===== config.mk =====
export PLATFORM = sky130hd
export DESIGN_NAME = pi_ratio_divider_flat
export DESIGN_NICKNAME = d
export VERILOG_FILES = /design/src/rtl/pi_ratio_divider_if.sv /design/src/rtl/pi_ratio_divider.sv /design/src/flat_wrapper.sv
export SDC_FILE = /design/constraint.sdc
export NUM_CORES = 1
export LEC_CHECK = 0
export ABC_AREA = 1
export BUFFER_PORTS_ARGS = -buffer_cell sky130_fd_sc_hd__buf_4
export CORE_MARGIN = 1.5
export CORE_UTILIZATION = 45
export DETAILED_ROUTE_END_ITERATION = 10
export PLACE_DENSITY = 0.73
export SLEW_MARGIN = 0
export SYNTH_ARGS = -nofsm -noshare
export SYNTH_HDL_FRONTEND = slang
export SYNTH_SLANG_ARGS = --single-unit
export TNS_END_PERCENT = 30

===== constraint.sdc =====
create_clock -name clk -period 4 [get_ports clk]
set_clock_uncertainty 0.15 [all_clocks]
set_input_delay 0.4 -clock clk [delete_from_list [all_inputs] [get_ports clk]]
set_output_delay 0.4 -clock clk [all_outputs]
set_load 0.05 [all_outputs]

===== src/rtl/pi_ratio_divider_if.sv =====
// Operand/result bundle for pi_ratio_divider: start/ack request-acknowledge handshake.
// The master drives operands, start and ack; the slave (divider) returns the result and its status.
interface pi_ratio_divider_if;
    logic [31:0] innerPoints;
    logic [31:0] totalPoints;
    logic        start;
    logic        ack;
    logic [31:0] piFixed;
    logic        resultValid;
    logic        busy;
    logic        divByZero;
    logic        overflow;

    modport master (
        output innerPoints, totalPoints, start, ack,
        input  piFixed, resultValid, busy, divByZero, overflow
    );

    modport slave (
        input  innerPoints, totalPoints, start, ack,
        output piFixed, resultValid, busy, divByZero, overflow
    );
endinterface


===== src/rtl/pi_ratio_divider.sv =====
// Fixed-point 4*inner/total via 64-step restoring division; result 64 edges after start (same edge for total=0).
// Backpressure: result and flags held in DONE until ack; start is only taken in IDLE.
module pi_ratio_divider #(
    parameter int FRAC_BITS = 28
) (
    input  logic              clk,
    input  logic              reset,
    pi_ratio_divider_if.slave bus
);

    localparam int SHIFT = FRAC_BITS + 2;

    typedef enum logic [1:0] {
        IDLE = 2'd0,
        DIV  = 2'd1,
        DONE = 2'd2
    } state_t;

    state_t      state;
    state_t      state_nxt;
    logic [31:0] total_q;
    logic [32:0] rem;
    logic [63:0] quo;
    logic [5:0]  cnt;
    logic [31:0] pi_q;
    logic        dbz_q;
    logic        ovf_q;

    logic [33:0] rem_sh;
    logic [33:0] diff;
    logic        ge;
    logic [32:0] rem_nxt;
    logic [63:0] quo_nxt;
    logic        accept;
    logic        zero_div;
    logic        last_iter;

    assign accept    = (state == IDLE) && bus.start;
    assign zero_div  = (bus.totalPoints == 32'd0);
    assign last_iter = (state == DIV) && (cnt == 6'd63);

    // quo starts as the dividend; its MSBs shift into the remainder while quotient bits shift in at the LSB
    always_comb begin
        rem_sh  = {rem, quo[63]};
        diff    = rem_sh - {2'b00, total_q};
        ge      = rem_sh[33] | ~diff[33];
        rem_nxt = ge ? diff[32:0] : rem_sh[32:0];
        quo_nxt = {quo[62:0], ge};
    end

    always_ff @(posedge clk) begin
        if (reset) state <= IDLE;
        else       state <= state_nxt;
    end

    always_comb begin
        state_nxt = state;
        case (state)
            IDLE: if (bus.start) state_nxt = zero_div ? DONE : DIV;
            DIV:  if (last_iter) state_nxt = DONE;
            DONE: if (bus.ack)   state_nxt = IDLE;
            default: state_nxt = IDLE;
        endcase
    end

    always_ff @(posedge clk) begin
        if (reset) begin
            total_q <= '0;
            rem     <= '0;
            quo     <= '0;
            cnt     <= '0;
            pi_q    <= '0;
            dbz_q   <= 1'b0;
            ovf_q   <= 1'b0;
        end else if (accept) begin
            total_q <= bus.totalPoints;
            rem     <= '0;
            quo     <= 64'(bus.innerPoints) << SHIFT;
            cnt     <= '0;
            pi_q    <= '0;
            dbz_q   <= zero_div;
            ovf_q   <= 1'b0;
        end else if (state == DIV) begin
            rem <= rem_nxt;
            quo <= quo_nxt;
            cnt <= cnt + 6'd1;
            if (last_iter) begin
                if (quo_nxt[63:32] == 32'd0) begin
                    pi_q <= quo_nxt[31:0];
                end else begin
                    pi_q  <= 32'hFFFF_FFFF;
                    ovf_q <= 1'b1;
                end
            end
        end
    end

    assign bus.piFixed     = pi_q;
    assign bus.resultValid = (state == DONE);
    assign bus.busy        = (state == DIV);
    assign bus.divByZero   = dbz_q;
    assign bus.overflow    = ovf_q;

endmodule


===== src/flat_wrapper.sv =====
// flat-port wrapper written by rule: the top's interface ports become plain ports
module pi_ratio_divider_flat 
#(
    parameter int FRAC_BITS = 28
)
  (clk, reset, bus_innerPoints, bus_totalPoints, bus_start, bus_ack, bus_piFixed, bus_resultValid, bus_busy, bus_divByZero, bus_overflow);
  pi_ratio_divider_if bus_i ();
  input  logic clk;
  input  logic reset;
  input wire logic [$bits(bus_i.innerPoints)-1:0] bus_innerPoints;
  input wire logic [$bits(bus_i.totalPoints)-1:0] bus_totalPoints;
  input wire logic [$bits(bus_i.start)-1:0] bus_start;
  input wire logic [$bits(bus_i.ack)-1:0] bus_ack;
  output wire logic [$bits(bus_i.piFixed)-1:0] bus_piFixed;
  output wire logic [$bits(bus_i.resultValid)-1:0] bus_resultValid;
  output wire logic [$bits(bus_i.busy)-1:0] bus_busy;
  output wire logic [$bits(bus_i.divByZero)-1:0] bus_divByZero;
  output wire logic [$bits(bus_i.overflow)-1:0] bus_overflow;
  assign bus_i.innerPoints = bus_innerPoints;
  assign bus_i.totalPoints = bus_totalPoints;
  assign bus_i.start = bus_start;
  assign bus_i.ack = bus_ack;
  assign bus_piFixed = bus_i.piFixed;
  assign bus_resultValid = bus_i.resultValid;
  assign bus_busy = bus_i.busy;
  assign bus_divByZero = bus_i.divByZero;
  assign bus_overflow = bus_i.overflow;
  pi_ratio_divider #(.FRAC_BITS(FRAC_BITS)) u_core (.clk(clk), .reset(reset), .bus(bus_i));
endmodule

# Word level (Yosys, flattened, before mapping)
# Index checks and enable logic that the tools add are counted.
[word_totals]
inputBits = 68
elab_cells = 39
ff_bits = 171
out_inout_bits = 36
[op_classes]
mux = 9
n_eq_ne = 6
reduce_logical = 10
addsub = 2
bitwise = 3
[ops]
columns = ["operator", "count"]
rows = [
  ["62-bit 2-to-1 mux", 2],
  ["32-bit zero test", 2],
  ["34-bit by 32-bit subtractor with 34-bit output", 1],
  ["33-bit 2-to-1 mux", 1],
  ["32-bit 2-to-1 mux", 1],
  ["2-bit 2-to-1 mux", 4],
  ["6-bit by 1-bit adder with 6-bit output, second input constant", 1],
  ["6-bit equality test, second input constant", 1],
  ["2-bit case mux with 3 select lines", 1],
  ["3-bit AND reduction", 2],
  ["2-bit inequality test, second input constant", 2],
  ["2-bit by 1-bit equality test with 1-bit output, second input constant", 1],
  ["2-bit equality test, second input constant", 1],
  ["1-bit logical AND", 2],
  ["2-bit zero test", 1],
  ["2-bit by 1-bit inequality test with 1-bit output, second input constant", 1],
  ["1-bit NOT", 2],
  ["2-bit AND reduction", 1],
  ["2-bit nonzero test", 1],
  ["2-bit OR reduction", 1],
  ["1-bit bitwise OR", 1],
]

# Longest topological paths before layout
# Gate-level depths: netlist of run 1.
[logic_depth]
depth_word = 5
mapped_depth = 18
ltp_nobuf = 16

# Least setup slack after synthesis of run 1
# Ideal clock, no wire load.
[synth_path]
path_kind = "register -> register"
from = "reg u_core.quo[63]"
to = "reg u_core.rem[16]"
t_required_ns = 3.793
period_less_slack_ns = 2.070
setup_time_ns = 0.057
path_slack_ns = 1.930
stages_incl_launch_ff = 16
arrival_ns = 1.864
path_buffers = 0
cell_sequence = "dfxtp_1 -> inv_1 -> ha_1 -> fa_1 -> inv_1 -> nand3_1 -> nand3_1 -> nand2_1 -> nand2_1 -> nand2_1 -> nand2_1 -> xor2_1 -> nand3_1 -> nand3_1 -> nand2_1 -> inv_1"
[synth_between]
elab_chain_cells = 4
[synth_rtl]
columns = ["element", "line", "source"]
rows = [
  ["start: declaration", "pi_ratio_divider.sv:23", "logic [63:0] quo;"],
  ["start signal: assignment", "pi_ratio_divider.sv:78", "quo <= 64'(bus.innerPoints) << SHIFT;"],
  ["start signal: assignment", "pi_ratio_divider.sv:85", "quo <= quo_nxt;"],
  ["34-bit by 32-bit subtractor with 34-bit output *", "pi_ratio_divider.sv:45", "diff = rem_sh - {2'b00, total_q};"],
  ["1-bit NOT", "pi_ratio_divider.sv:46", "ge = rem_sh[33] | ~diff[33];"],
  ["1-bit bitwise OR", "pi_ratio_divider.sv:46", ""],
  ["33-bit 2-to-1 mux *", "pi_ratio_divider.sv:47", "rem_nxt = ge ? diff[32:0] : rem_sh[32:0];"],
  ["end signal: assignment", "pi_ratio_divider.sv:84", "rem <= rem_nxt;"],
  ["end: declaration", "pi_ratio_divider.sv:22", "logic [32:0] rem;"],
]
# Mark *: on every way between the ends. The rest lies on a longest branch, timed or not.
# A chain may end at the register's enable or synchronous reset.

# Worst setup path after layout of run 1
[layout_path]
from = "reg u_core.total_q[24]"
to = "reg u_core.rem[18]"
[layout_between]
elab_chain_cells = 4
[layout_rtl]
columns = ["element", "line", "source"]
rows = [
  ["start: declaration", "pi_ratio_divider.sv:21", "logic [31:0] total_q;"],
  ["start signal: assignment", "pi_ratio_divider.sv:76", "total_q <= bus.totalPoints;"],
  ["34-bit by 32-bit subtractor with 34-bit output", "pi_ratio_divider.sv:45", ""],
  ["1-bit NOT", "pi_ratio_divider.sv:46", ""],
  ["1-bit bitwise OR", "pi_ratio_divider.sv:46", ""],
  ["33-bit 2-to-1 mux", "pi_ratio_divider.sv:47", ""],
]
# Every way passes these cells.

==> impl_metrics.toml, run 1 <==
[synthesis]
async_flop_share = 0
yosysTopAreaCellShare = 0.359
ys_top_cells_by_count = "nand2_1 (469), inv_1 (216), dfxtp_1 (171)"
synth_edf_count = 0
syn_nets = 1574
synth-simple-area-share = 0.339
synthTopCellsByArea = "dfxtp_1 (36%), nand2_1 (18%), inv_1 (8.5%)"
synth_cells = 1472
synth-seq-area-share = 0.359
synth_top_family_by_area = "simple AND/OR/NAND/NOR gates"
ys_ff_latch = 171
synth_area_um2 = 9540
synth_compound_area_frac = 0.123
synth_flop_cell = "dfxtp_1"
synth_area_per_cell_um2 = 6.48
yosys_warnings = 0
yosysMostFrequentCell = "nand2_1"
synthAdderAreaFrac = 0.0454
synth-xor-area-share = 0.0165
synth_cell_types = 34
yosysTopAreaCell = "dfxtp_1"
synthMuxAreaShare = 0

[detailed_routing]
ant_nets = 0
drt-met1-wl_um = 11600
drcViolationCount = 0
viasPerCell = 5.07
wl_per_cell_um = 13.7
first_pass_iters = 5
vias = 9238
wl_met2_um = 11500
drt-initial-drc-count = 600
top_layer = "met4"
wl_um = 25000
routed-wl-met3_um = 1370

[die]
core_um2 = 20900
placementRows = 53
io_pins = 104
initial_utilization = 0.456
die-height_um = 149
chipWidth_um = 149
dieArea_um2 = 22100

[clock_tree]
htreeDepth = 4
cts_setup_buffers = 0
cts_sinks = 171
cts_repair_resize_count = 0
clk_pin_slew_ns = 0.07
tritoncts = "built"
cts.hold.buffers_added = 0
insertion_delay_ns = 0.43
clock_path_buffers = 2
cts_root_buffer = "clkbuf_16"
cts_buffers = 17

[layout]
utilization = 0.528
fin_cells = 1821
design_area_um2 = 11000
nets = 1635
syn2layout_area_growth_pct = 15.6
fill_cells = 2095
antenna-diode-count = 0
drive_gt1_frac = 0.111

[timing]
finalHoldViolCount = 0
post-route-min-period_ns = 2.81
report.final.slew_viol_count = 0
finalCritPeriodShare = 0.702
rsz0062_at_grt = "no"
setup_violations = 0
fmax_ghz = 0.356
tightestPinTransition_ns = 1.16
layout_setup_ws_ns = 1.19
finalSetupTns_ns = 0
slew_headroom = 0.225

[placed_design]
place_inst = 1789
placed_area_um2 = 10400
place_hpwl_um = 17600
dp_worst_setup_slack_ns = 1.22
port_buffers = 103
gp_congestion = 1.02

[power_and_ir_drop]
p_int_mw = 2.97
power_density_nw_per_um2 = 416
pwr-share-seq = 0.398
leakagePower_nw = 5.33
p_clk_frac = 0.358
p_switching_mw = 1.61
p_comb_frac = 0.244
sw_frac_of_total = 0.351
ir_drop_mv = 0.297

[grt]
grt_pass1_wl_um = 41400
grt_start_max_net_pins = 98
track_usage = 0.229
grt-ovfl-total = 0
antenna_found_initial = 0
grt_pass1_vias = 8670

[setup_path]
cp-start-kind = "flip-flop"
path_cells = "inv_1 -> ha_1 -> nand2_1 -> nor2_2 -> nand2_1 -> nor2_1 -> nand2_4 -> nand2_4 -> nand2_1 -> nor2_1 -> nor2_1 -> nor2_1"
slowest_stage = "nand2_4"
crit_arrival_ns = 3.01
cpMostUsedCell = "nor2_1"
slowest_delay_ns = 0.44
worstPathRequired_ns = 4.20
worstSetupEndpointType = "flip-flop"
crit_fanout = 33
critPathKind = "reg2reg"

[outcome]
status = "finished, final reports clean"

[job]
drv_cap = 0

[min_path]
worstHoldPathType = "in2reg"
[cell families after synthesis]
logic type / count (synthesis)
compound gates: 196
fa+ha+maj: 34
flops: 171
buf+inv: 288
simple gates: 765
xor+xnor: 18
[worst max-delay path: cells and delay by family, from the launching register on]
family	cells	cell delay [ns]
buffers and inverters	1	0.05
AND/OR/NAND/NOR	10	1.83
adder cells (fa/ha/maj)	1	0.36
flip-flops	1	0.31
[worst paths after layout]
check / startpoint / endpoint / slack (ns) / cells after the start
worst min register to register: u_core.total_q[7] / u_core.total_q[7] / 0.33 / 2
worst max register to register: u_core.total_q[24] / u_core.rem[18] / 1.19 / 12
worst min-delay path: bus_innerPoints[22] / u_core.quo[52] / 0.07 / 3
worst max-delay path: u_core.total_q[24] / u_core.rem[18] / 1.19 / 12
[metal layers]
metal	GRT usage	vias to the layer above
met2	0.382	200
li1	-	4804
met5	0	-
met4	0.0743	0
met1	0.296	4207
met3	0.0491	27
[layout by cell type (no fill, tap or decap)]
| cell type | Yosys | final |
|---|---|---|
| nor3_1 | 6 | 6 |
| nor3b_1 | 1 | 1 |
| a211oi_1 | 32 | 32 |
| clkinv_8 | 0 | 3 |
| nor3_2 | 2 | 2 |
| inv_2 | 4 | 4 |
| inv_6 | 0 | 3 |
| xnor2_1 | 4 | 4 |
| inv_1 | 216 | 216 |
| nand3_2 | 6 | 6 |
| a31oi_1 | 29 | 29 |
| nor4_1 | 14 | 14 |
| o21bai_1 | 22 | 22 |
| or2_2 | 2 | 2 |
| fa_1 | 1 | 1 |
| xor2_1 | 14 | 14 |
| clkbuf_16 | 0 | 17 |
| clkinvlp_4 | 0 | 3 |
| o21ai_0 | 37 | 37 |
| nor2_4 | 1 | 3 |
| nand3_1 | 64 | 64 |
| nand2_4 | 3 | 3 |
| a21oi_2 | 1 | 1 |
| buf_4 | 4 | 110 |
| ha_1 | 33 | 33 |
| inv_8 | 0 | 4 |
| clkbuf_8 | 0 | 1 |
| nand3b_1 | 6 | 6 |
| nor2_2 | 5 | 6 |
| nand4_1 | 42 | 42 |
| nand2_2 | 2 | 3 |
| clkinv_2 | 0 | 1 |
| nand2_1 | 469 | 468 |
| nor2_1 | 142 | 139 |
| a221oi_1 | 5 | 5 |
| dfxtp_1 | 171 | 171 |
| a21oi_1 | 70 | 70 |
[per-stage QoR]
step / power, mW / hold WS [ns]
after floorplan: 2.69 / 0.293
after global placement: 2.96 / 0.309
after detailed placement: 2.97 / 0.315
after CTS: 4.61 / 0.0587
after global routing: 4.83 / 0.0727
final: 4.58 / 0.0661
[sequential cells by signal (all words and copies together), names as in the netlist]
signal and count:
u_core.quo 64, u_core.total_q 32, u_core.bus.overflow 1, u_core.state 2, u_core.cnt 6, u_core.bus.piFixed 32, u_core.bus.divByZero 1, u_core.rem 33
[power by group through the flow]
| stage | Combinational, mW | Clock [mW] | Sequential (mW) |
|---|---|---|---|
| floorplan | 0.834 | 0 | 1.86 |
| global placement | 1.10 | 0 | 1.86 |
| detailed placement | 1.11 | 0 | 1.86 |
| CTS | 1.12 | 1.67 | 1.82 |
| global route | 1.26 | 1.73 | 1.83 |
| finish | 1.12 | 1.64 | 1.83 |
[cell type report]
type	instances	area, µm²	share of cell area
inverters	220	826	0.0749
repair buffers	110	826	0.0749
flip-flops and latches	171	3420	0.311
clock buffers	18	439	0.0399
multi-input cells	1013	5010	0.455
well taps	275	344	0.0312
clock inverters	14	148	0.0134
No activity file was read; power rests on OpenSTA's default activity.
==> inputs of run 2 (changes only) <==
- PLACE_DENSITY: 0.73 -> 0.75
- clock period: 4 -> 2.55 ns (I/O delays scaled with it)
==> run 2 against run 1 <==
Via count increased by 6.2%. Clock power up 61%. Final cell count rose by 4.6%. Worst setup slack worse by 0.99 ns. Critical path type unchanged. Critical endpoint is now u_core.rem[26]. Highest routed layer unchanged.
==> impl_metrics.toml, run 2 (same netlist as run 1, synthesis figures left out) <==
[layout]
reg_top3 = "u_core.quo: 64 flops, u_core.rem: 33 flops"
syn2layout_area_growth_pct = 24.5
fill_cells = 1949
drive_gt1_frac = 0.121
final_cell_mix = "nand2_1 (467), inv_1 (216), dfxtp_1 (171), nor2_1 (139), buf_4 (127)"
antenna-diode-count = 0
largest-register = "u_core.quo"
largest_reg_flops = 64
nets = 1719
layout_commonest_cell = "nand2_1"
fin_cells = 1905

[setup_path]
crit_arrival_ns = 2.58
worstSetupEndpointType = "flip-flop"
path_cells = "inv_1 -> ha_1 -> fa_2 -> inv_1 -> nand2_1 -> nand3_1 -> nand2_1 -> nand2_1 -> nand2_1 -> nand3_1 -> nand3_2 -> nor2_1 -> nor2_1 -> nor2_1"
r2r-start = "u_core.quo[63]"
cp-start-kind = "flip-flop"
critPathKind = "reg2reg"
crit_start = "u_core.quo[63]"
crit_fanout = 4
slowest_delay_ns = 0.36
cpMostUsedCell = "nand2_1"
slowest_stage = "dfxtp_1"
cp_num_buf_inv = 2
worstPathRequired_ns = 2.78
crit_family = "simple AND/OR/NAND/NOR gates"
reg2reg_slack_ns = 0.20

[die]
die-height_um = 149
placementRows = 53
io_pins = 104
chipWidth_um = 149
dieArea_um2 = 22100
core_um2 = 20900
initial_utilization = 0.456

[detailed_routing]
vias = 9811
first_pass_iters = 7
wl_um = 27600
viasPerCell = 5.15
drt-initial-drc-count = 682
top_layer = "met4"
routed-wl-met3_um = 1720
drt-met1-wl_um = 12300
wl_per_cell_um = 14.5
drcViolationCount = 0
ant_nets = 0
wl_met2_um = 12900

[timing]
setup_violations = 0
finalHoldViolCount = 0
tightestPinTransition_ns = 0.928
post-route-min-period_ns = 2.35
rsz0062_at_grt = "yes"
finalCritPeriodShare = 0.922
fmax_ghz = 0.425
layout_setup_ws_ns = 0.198
report.final.slew_viol_count = 0
slew_headroom = 0.380

[placed_design]
dp_worst_setup_slack_ns = 0.0468
port_buffers = 103
place_hpwl_um = 18800
gp_congestion = 0.970
place_inst = 1809

[job]
drv_cap = 0

[clock_tree]
cts_sinks = 171
clock_path_buffers = 2
insertion_delay_ns = 0.44
clk_pin_slew_ns = 0.07
cts_root_buffer = "clkbuf_16"
tritoncts = "built"
cts_setup_buffers = 0
cts_buffers = 17
htreeDepth = 4

[grt]
grt_pass1_vias = 9351
grt-ovfl-total = 0
grt_pass1_wl_um = 45100
grt_start_max_net_pins = 68
track_usage = 0.254
antenna_found_initial = 0

[power_and_ir_drop]
total_power_mw = 7.47
ir_drop_mv = 0.486
power_density_nw_per_um2 = 630
leakagePower_nw = 5.71

[min_path]
worstHoldPathType = "in2reg"
min-delay-start = "bus_start"

[outcome]
status = "finished, final reports clean"
run 2: metal layers:
layer,global-route usage,vias to the layer above
li1,-,4961
met2,0.423,327
met5,0,-
met4,0.107,0
met1,0.320,4466
met3,0.0512,57
run 2: tightest hold or removal path, stage by stage:
cell and delay, ns:
buf_4 0.12, nand2_1 0.05, nand2_1 0.04, nand3_1 0.06, a21oi_1 0.05
run 2: area by class of cell:
| class | instances | area [µm²] | area share |
|---|---|---|---|
| Clock buffer | 17 | 425 | 0.0358 |
| Clock inverter | 15 | 170 | 0.0143 |
| Inverter | 220 | 826 | 0.0696 |
| Multi-Input combinational cell | 1013 | 5040 | 0.424 |
| Sequential cell | 171 | 3420 | 0.288 |
| Tap cell | 275 | 344 | 0.0290 |
| Timing Repair Buffer | 194 | 1650 | 0.139 |
run 2: worst paths after layout:
check	cells past startpoint	end
min reg2reg	2	u_core.total_q[27]
max reg2reg	14	u_core.rem[26]
min	5	u_core.state[1]
max	14	u_core.rem[26]
run 2: repair_timing:
item / 4_1_cts / 5_1_grt
setup endpoints to repair: 0 / 13
resized for setup: 0 / 7
hold buffers: 64 / 0
endpoints found under the hold margin: 64 / 0
run 2: per-stage QoR:
step	cell area, µm²	hold WS (ns)	TNS, ns	utilization
after floorplan	9540	0.250	0	-
after global placement	10600	0.309	0	0.508
after detailed placement	10600	0.319	0	0.508
after CTS	11800	0.0248	0	0.567
after global routing	11900	0.0616	-0.000904	0.568
final	11900	0.0428	0	0.568
run 2: where the power goes:
group	leakage, nW	internal, mW	total, mW	switching (mW)
registers	1.39	2.79	2.87	0.0736
logic	4.04	0.674	1.97	1.30
clock network	0.279	1.40	2.64	1.24
total	5.71	4.86	7.47	2.61
